===== src/rtl/alu_arbiter_2.sv =====
// Two-requester round-robin front end for a shared registered ALU.
// Opcode 2'b10 is answered locally with an error response and never reaches the ALU.
module alu_arbiter_2 #(
    parameter int N = 2,
    parameter int M = 4
) (
    input  logic         i_clk,
    input  logic         i_reset,
    input  logic [1:0]   i_req_valid,
    input  logic [N-1:0] i_req_op0,
    input  logic [N-1:0] i_req_op1,
    input  logic [M-1:0] i_req_a0,
    input  logic [M-1:0] i_req_a1,
    input  logic [M-1:0] i_req_b0,
    input  logic [M-1:0] i_req_b1,
    output logic [1:0]   o_req_ready,
    output logic [N-1:0] o_alu_op,
    output logic [M-1:0] o_alu_a,
    output logic [M-1:0] o_alu_b,
    input  logic [M-1:0] i_alu_result,
    input  logic [3:0]   i_alu_status,
    output logic         o_rsp_valid,
    output logic         o_rsp_id,
    output logic [M-1:0] o_rsp_result,
    output logic [3:0]   o_rsp_status,
    output logic         o_rsp_err,
    input  logic         i_rsp_ready,
    output logic         o_busy
);

    typedef enum logic [1:0] {IDLE, EXEC, CAPT, RESP} state_t;

    localparam logic [N-1:0] OP_SUM = N'(2);

    state_t       state, state_nxt;
    logic         last_grant;
    logic [1:0]   grant;
    logic         hs;
    logic         grant_id;
    logic [N-1:0] sel_op;
    logic [M-1:0] sel_a;
    logic [M-1:0] sel_b;

    // Round-robin pick: on contention the requester not served last wins.
    function automatic logic [1:0] rr_pick(input logic [1:0] valid, input logic last);
        if (valid == 2'b11)
            return last ? 2'b01 : 2'b10;
        return valid;
    endfunction

    always_comb begin
        grant = 2'b00;
        if (state == IDLE && !i_reset)
            grant = rr_pick(i_req_valid, last_grant);
    end

    assign o_req_ready = grant;
    assign hs          = |grant;
    assign grant_id    = grant[1];
    assign sel_op      = grant_id ? i_req_op1 : i_req_op0;
    assign sel_a       = grant_id ? i_req_a1  : i_req_a0;
    assign sel_b       = grant_id ? i_req_b1  : i_req_b0;
    assign o_rsp_valid = (state == RESP);
    assign o_busy      = (state != IDLE);

    always_ff @(posedge i_clk) begin
        if (i_reset)
            state <= IDLE;
        else
            state <= state_nxt;
    end

    always_comb begin
        state_nxt = state;
        case (state)
            IDLE: if (hs) state_nxt = (sel_op == OP_SUM) ? RESP : EXEC;
            EXEC: state_nxt = CAPT;
            CAPT: state_nxt = RESP;
            RESP: if (i_rsp_ready) state_nxt = IDLE;
            default: state_nxt = IDLE;
        endcase
    end

    // ALU operands are only loaded on an accepted ALU op, so they stay put through RESP.
    always_ff @(posedge i_clk) begin
        if (i_reset) begin
            o_alu_op     <= '0;
            o_alu_a      <= '0;
            o_alu_b      <= '0;
            o_rsp_id     <= 1'b0;
            o_rsp_result <= '0;
            o_rsp_status <= '0;
            o_rsp_err    <= 1'b0;
            last_grant   <= 1'b1;
        end else begin
            case (state)
                IDLE: begin
                    if (hs) begin
                        o_rsp_id <= grant_id;
                        if (sel_op == OP_SUM) begin
                            o_rsp_result <= '0;
                            o_rsp_status <= '0;
                            o_rsp_err    <= 1'b1;
                        end else begin
                            o_alu_op <= sel_op;
                            o_alu_a  <= sel_a;
                            o_alu_b  <= sel_b;
                        end
                    end
                end
                CAPT: begin
                    o_rsp_result <= i_alu_result;
                    o_rsp_status <= i_alu_status;
                    o_rsp_err    <= 1'b0;
                end
                RESP: if (i_rsp_ready) last_grant <= o_rsp_id;
                default: ;
            endcase
        end
    end

endmodule


===== config.mk =====
export PLATFORM = sky130hd
export DESIGN_NAME = alu_arbiter_2
export DESIGN_NICKNAME = d
export VERILOG_FILES = /design/src/rtl/alu_arbiter_2.sv
export SDC_FILE = /design/constraint.sdc
export NUM_CORES = 1
export LEC_CHECK = 0
export CAP_MARGIN = 40
export CORE_MARGIN = 4
export CORE_UTILIZATION = 38
export DETAILED_ROUTE_END_ITERATION = 10
export PLACE_DENSITY = 0.76
export REMOVE_ABC_BUFFERS = 1
export SETUP_SLACK_MARGIN = 0.5
export SLEW_MARGIN = 20
export SYNTH_ARGS = -nofsm -noshare
export SYNTH_HDL_FRONTEND = slang
export SYNTH_SLANG_ARGS = --single-unit

===== constraint.sdc =====
create_clock -name i_clk -period 2.1 [get_ports i_clk]
set_clock_uncertainty 0.1 [all_clocks]
set_input_delay 0.63 -clock i_clk [delete_from_list [all_inputs] [get_ports i_clk]]
set_output_delay 0.63 -clock i_clk [all_outputs]
set_load 0.01 [all_outputs]

; Word-level counts from Yosys, hierarchy flattened
; Cells that the tools add are included.
[totals]
regBits = 23
input_bits = 33
out_inout_bits = 24
word_cells = 49
[classes]
n_eq_ne = 8
muxes = 20
bitwise = 1
reduce_logical = 11
[op_table]
columns = operator, count
row1 = 2-bit two-way mux, 8
row2 = 4-bit two-way mux, 4
row3 = 4-bit one-hot mux with 2 select lines, 2
row4 = 2-bit == test (second input constant), 4
row5 = 2-bit one-hot mux with 4 select lines, 1
row6 = 2-bit AND reduction, 3
row7 = 3-bit AND reduction, 2
row8 = 1-bit two-way mux, 4
row9 = 2-bit by 1-bit inequality test with 1-bit output (second input constant), 2
row10 = 2-bit nonzero test, 2
row11 = 2-bit by 1-bit == test with 1-bit output (second input constant), 1
row12 = 2-bit zero test, 1
row13 = 2-bit inequality test (second input constant), 1
row14 = 1-bit one-hot mux with 2 select lines, 1
row15 = 2-bit OR reduction, 1
row16 = 1-bit logical AND, 1
row17 = 1-bit zero test, 1
row18 = 1-bit NOT, 1

; Longest topological paths before layout
; Gate-level depths: netlist of the first run.
[logic_depth]
word_depth = 10
mapped_depth = 7
depth_no_buf = 6

; Worst setup path before layout of the first run
; OpenSTA, ideal clock, no wires.
[synth_path]
path_kind = in2out
from = input i_req_valid[0]
to = output o_req_ready[1]
t_arrival_ns = 1.196
slack_ns = 0.174
path_stages = 3
path_buffers = 1
cell_sequence = and2_1 -> clkbuf_1 -> nor2_4
[synth_via]
elab_chain_len = 5
[synth_rtl]
columns = item, line_no
row1 = "start, declared", 9  ; input logic [1:0] i_req_valid,
row2 = 2-bit == test, 46  ; if (valid == 2'b11)
row3 = 1-bit two-way mux, 46
row4 = 1-bit two-way mux, 53  ; if (state == IDLE && !i_reset)
row5 = 2-bit two-way mux, 48  ; return valid;
row6 = 2-bit two-way mux, 53
row7 = "end, declared", 16  ; output logic [1:0] o_req_ready,
; Every way passes these cells. The select of a mux whose other input is x is not followed.

; Worst setup path in the final report of the first run
[layout_path]
from = register state[1]
to = output o_req_ready[0]
[layout_via]
elab_chain_len = 3
[layout_rtl]
columns = item, line_no
row1 = "start, declared", 35  ; state_t state, state_nxt;
row2 = "start signal, assigned", 70  ; state <= state_nxt;
row3 = 2-bit zero test, 53
row4 = 1-bit logical AND, 53
row5 = 2-bit two-way mux, 53
; Every way passes these cells.

==> summary.txt, run 1 <==
overall die width = 63.6 um
metal2 WL = 2180 um
grt ovf = 0
Slew HR = 78.4%
Max VDD drop = 0.529 mV
GRT Total Usage = 17.7%
Top FF cell, synth = dfxtp_1
layout cells sized above 1 = 55.6%
Routed WL = 4150 um
Layout Utilization = 76.7%
Clk pwr share = 11.3%
cell taking the most area after synthesis = dfxtp_1
yosys warns = 0
final-report max-slew violation count = 0
critical path's top delay family = flip-flops
Hold Path Class = register to register
FF+latch count, synth = 23
die area = 4050 sq um
# setup viols final = 1
DP Cell Count = 219
Clock Sinks = 23
vias in the first global route = 1299
Buf/Inv on CP = 2
RSZ-0062 raised after global routing = true
H-tree depth = 1
Final min period = 2.12 ns
CP Capture Type = output port
Power Density = 867 nW/um^2
crit path cell chain = inv_2 -> ha_4 -> and2b_2 -> o211a_1 -> buf_2
clock root buffer = clkbuf_4
Max Fanout on Critical Path = 3
top layer in use = met4
Area Overhead vs Synth = 86.3%
post-synthesis sequential area ratio = 39.2%
diode count = 0
IO Pins = 57
Post-synth EDFFs = 0
Fin. Hold Viols = 0
routed len/inst = 17.4 um
Psw = 702 uW
nets = 245
Pint = 1.19 mW
number of cell rows = 19
Fmax = 473 MHz
Clock Pin Slew Worst Setup and Hold Paths = 0.14 ns
clock buffer depth = 2
period utilization = 101%
chip height = 63.6 um
Avg Inst Size Synth = 10.2 sq um
dpl ws = -0.621 ns
fin area = 2190 sq um
status = complete, but fails checks
first-pass GRT wire length = 5800 um
Largest stage delay, worst path = 0.37 ns
Slowest-stage cell, CP = dfxtp_2
Residual DRC = 0
routed wl met3 = 235 um
Leakage = 0.991 nW
Storage cell area = 488 sq um
CTS tree = done
port buffer count = 56
Post-CTS Hold Buffers = 0
Synth async-reset ratio = 0%
DR vias/cell = 5.45
initial core utilization = 41.2%
Final GP Congestion = 0.796
largest net degree at the start of global routing = 23
Detail Route Antenna Nets = 0
Sw Ratio = 37.0%
vias = 1298
share of the synthesized area in the top cell type = 39.2%
failing checks = negative setup slack
initial antenna violation count = 0
part of the power in registers = 31.0%
wire length on met1 = 1680 um
CTS Buf Count = 3
DRT iter0 DRCs = 42
footprint of the multi-input gates = 846 sq um
top cells by area, synth = dfxtp_1, mux2i_1, a22o_1
worst setup path class = register to output port
area of the core = 2850 sq um
Worst EP required = 1.37 ns
fin cells = 238
max-cap violations = 0
measured slew at the worst slew-check pin = 0.325 ns
drt first pass iters = 4
DP Area = 1920 sq um
Post-Synthesis Cells = 115
commonest cells after routing, fill and taps aside = clkdlybuf4s50_1, buf_4, buf_2, dfxtp_2, mux2i_1
hpwl dp = 2560 um
area of the mapped netlist = 1170 sq um
final worst-path setup slack = -0.0159 ns
Fillers = 194
commonest non-fill, non-tap cell in the layout = clkdlybuf4s50_1
Arrival @ worst endpoint = 1.39 ns
Yosys cell types = 34
CP Launch Type = register
clk_lat worst skew = 0.32 ns
Combinational Power Share = 57.7%
## metal layers
layer | global-route usage (%) | vias up
met5 | 0 | -
met4 | 6.47 | 0
met3 | 4.80 | 10
met2 | 31.8 | 59
met1 | 19.8 | 617
li1 | - | 612
## path summary, 6_finish.rpt
kind	from	to	slack (ns)	depth (start not counted)
min reg2reg	o_alu_op[0]	o_alu_op[0]	0.36	1
min	o_alu_op[0]	o_alu_op[0]	0.36	1
max reg2reg	state[0]	o_alu_b[1]	0.14	10
max	state[1]	o_req_ready[0]	-0.02	5
## area by class of cell
cell class	instances	area share, %
Clock inverter	1	0.229
Sequential cell	23	22.3
Clock buffer	3	1.03
Timing Repair Buffer	92	34.7
Tap cell	31	1.77
Multi-Input combinational cell	81	38.7
Inverter	7	1.32
## per-stage QoR
step                hold slack [ns]  setup TNS (ns)  power (mW)
finish                        0.364         -0.0159        1.90
global route                  0.390         -0.0562        2.00
CTS                           0.363               0        1.69
detailed placement            0.341           -8.79        1.41
global placement              0.343           -8.14        1.38
floorplan                     0.381               0       0.948
## cell families after synthesis
logic type	Yosys count	synth area share, %
AOI/OAI and AO/OA	29	21.0
adders and majority gates	4	4.26
buffers and inverters	11	3.51
DFF	23	39.2
muxes	16	13.6
and+or+nand+nor	32	18.4
## registers in the layout, summed over array words and instances, names as in the netlist
signal / flops
last_grant: 1
o_alu_a: 4
o_alu_b: 4
o_alu_op: 2
o_rsp_err: 1
o_rsp_id: 1
o_rsp_result: 4
o_rsp_status: 4
state: 2
## synth_stat cells (2+ instances only)
master / count
dfxtp_1: 23
clkbuf_1: 4
a21oi_1: 2
a311o_1: 2
nand2b_1: 9
nand3_1: 2
nor2b_1: 3
o21ai_0: 4
inv_1: 7
nor2_1: 3
o21a_1: 2
a31oi_1: 2
mux2i_1: 16
nor3_1: 3
ha_1: 4
a21boi_0: 2
nand2_1: 3
a22o_1: 8
## worst register-to-register path, delay by kind of cell (launching register included)
kind                       cells  cell delay, ns
buffers and inverters          5            0.60
DFF                            1            0.35
and+or+nand+nor                2            0.30
AOI/OAI and AO/OA              1            0.12
muxes                          1            0.23
adders and majority gates      1            0.16
## power by group through the flow
stage | sequential, mW | clock (mW) | combinational [mW]
global route | 0.598 | 0.235 | 1.16
floorplan | 0.606 | 0 | 0.343
global placement | 0.572 | 0 | 0.810
detailed placement | 0.575 | 0 | 0.831
finish | 0.588 | 0.215 | 1.09
CTS | 0.581 | 0.219 | 0.890
## repair_timing
item | 4_1_cts | 5_1_grt
resized for setup | 149 | 27
setup buffers | 9 | 6
pin swaps | 10 | 23
endpoints found under the setup margin | 45 | 25
Power figures use the tool's default switching activity.
==> run 2: changes to the inputs <==
CORE_ASPECT_RATIO = 1.25   (was unset)
==> run 2 against run 1 <==
The run still ends with negative setup slack left. Design area down 0.51%. Count of clock-buffer cells in the layout unchanged. Sequential share of layout area grew 0.12 points. Register-to-register slack improved by 0.06 ns. Critical path type unchanged. Maximum frequency decreased by 0.72%. Worst hold slack improved by 0.0057 ns. Combinational power grew 4%. First-iteration DRC count grew 7.1%.
==> summary.txt, run 2 (synthesized netlist as in run 1, its figures left out) <==
commonest non-fill, non-tap cell in the layout = clkdlybuf4s50_1
Clock Pin Slew Worst Setup and Hold Paths = 0.15 ns
period utilization = 101%
GRT Total Usage = 19.6%
CTS Buf Count = 3
Fillers = 196
Post-CTS Hold Buffers = 0
diode count = 0
final-report max-slew violation count = 0
Leakage = 0.982 nW
Clock Sinks = 23
TNS Setup = -0.0312 ns
Fmax = 469 MHz
clock root buffer = clkbuf_4
CP Launch Type = register
max-cap violations = 0
first-pass GRT wire length = 6250 um
Detail Route Antenna Nets = 0
Power Density = 892 nW/um^2
Fin. Hold Viols = 0
Arrival @ worst endpoint = 1.40 ns
Most Used Layer, Global Route = met2
largest net degree at the start of global routing = 22
initial core utilization = 39.9%
dpl ws = -0.679 ns
layout cells sized above 1 = 56.0%
DRT iter0 DRCs = 45
chip height = 70.2 um
clock buffer depth = 2
Residual DRC = 0
CTS tree = done
final worst-path setup slack = -0.0312 ns
Final GP Congestion = 0.796
drt first pass iters = 4
Hold Path Class = register to register
vias = 1264
failing checks = negative setup slack
die area = 4050 sq um
worst setup path class = register to output port
CP Capture Type = output port
port buffer count = 56
grt met3 use = 5.36%
# setup viols final = 1
initial antenna violation count = 0
nets = 247
overall die width = 57.7 um
GR met2 Demand/Resource = 36.8%
IO Pins = 57
Max VDD drop = 0.608 mV
Worst EP required = 1.37 ns
area of the core = 2950 sq um
met1 global-route usage = 19.6%
Storage cell area = 488 sq um
vias in the first global route = 1401
fin area = 2180 sq um
routed len/inst = 16.3 um
clk_lat worst skew = 0.34 ns
H-tree depth = 1
status = complete, but fails checks
Final min period = 2.13 ns
Final Power = 1.94 mW
grt ovf = 0
RSZ-0062 raised after global routing = true
commonest cells after routing, fill and taps aside = clkdlybuf4s50_1, buf_4, buf_2, dfxtp_2
footprint of the multi-input gates = 807 sq um
Area Overhead vs Synth = 85.3%
number of cell rows = 22
Max Fanout on Critical Path = 3
DR vias/cell = 5.16
Routed WL = 4000 um
DP Area = 1920 sq um
measured slew at the worst slew-check pin = 0.268 ns
hpwl dp = 2710 um
Slew HR = 82.1%
-- run 2: layout make-up --
| type | instances | area share [%] |
|---|---|---|
| Tap cell | 36 | 2.07 |
| Multi-Input combinational cell | 81 | 37.1 |
| Inverter | 7 | 1.32 |
| Clock buffer | 3 | 1.03 |
| Clock inverter | 1 | 0.345 |
| Sequential cell | 23 | 22.4 |
| Timing Repair Buffer | 94 | 35.7 |
-- run 2: worst paths after layout --
check | start | end | slack (ns) | cells after the start
worst max-delay path | state[1] | o_req_ready[0] | -0.03 | 5
worst min-delay path | o_alu_op[0] | o_alu_op[0] | 0.37 | 1
worst max register to register | state[0] | o_rsp_status[0] | 0.20 | 9
worst min register to register | o_alu_op[0] | o_alu_op[0] | 0.37 | 1
-- run 2: repair_timing --
item / 4_1_cts / 5_1_grt
gates resized for setup: 158 / 17
setup buffers: 14 / 4
setup endpoints to repair: 46 / 25
endpoints found under the hold margin: 0 / 0
gates cloned: 0 / 0
pin swaps: 20 / 13
-- run 2: critical path, stage by stage (launching register included) --
cell and delay, ns:
dfxtp_2 0.37, inv_2 0.05, ha_4 0.16, and2b_2 0.20, o211a_1 0.14, buf_2 0.14
-- run 2: layer usage --
layer  up-vias  share of wire (%)
met5         -                  0
met4         0                2.0
met3         8                8.5
met2        57                 53
met1       582                 36
li1        617                  -
-- run 2: stage by stage --
stage / utilization [%] / hold WS (ns) / std cells
floorplan: - / 0.381 / 111
global placement: 65.0 / 0.339 / 223
detailed placement: 65.0 / 0.358 / 223
CTS: 70.6 / 0.375 / 241
global route: 73.9 / 0.389 / 245
finish: 73.9 / 0.370 / 245
-- run 2: power breakdown --
part / internal (mW) / total (mW) / leakage [nW] / switching, mW
Sequential: 0.537 / 0.585 / 0.197 / 0.0479
Clock: 0.0731 / 0.229 / 0.0139 / 0.156
Combinational: 0.629 / 1.13 / 0.771 / 0.499
Total: 1.24 / 1.94 / 0.982 / 0.703
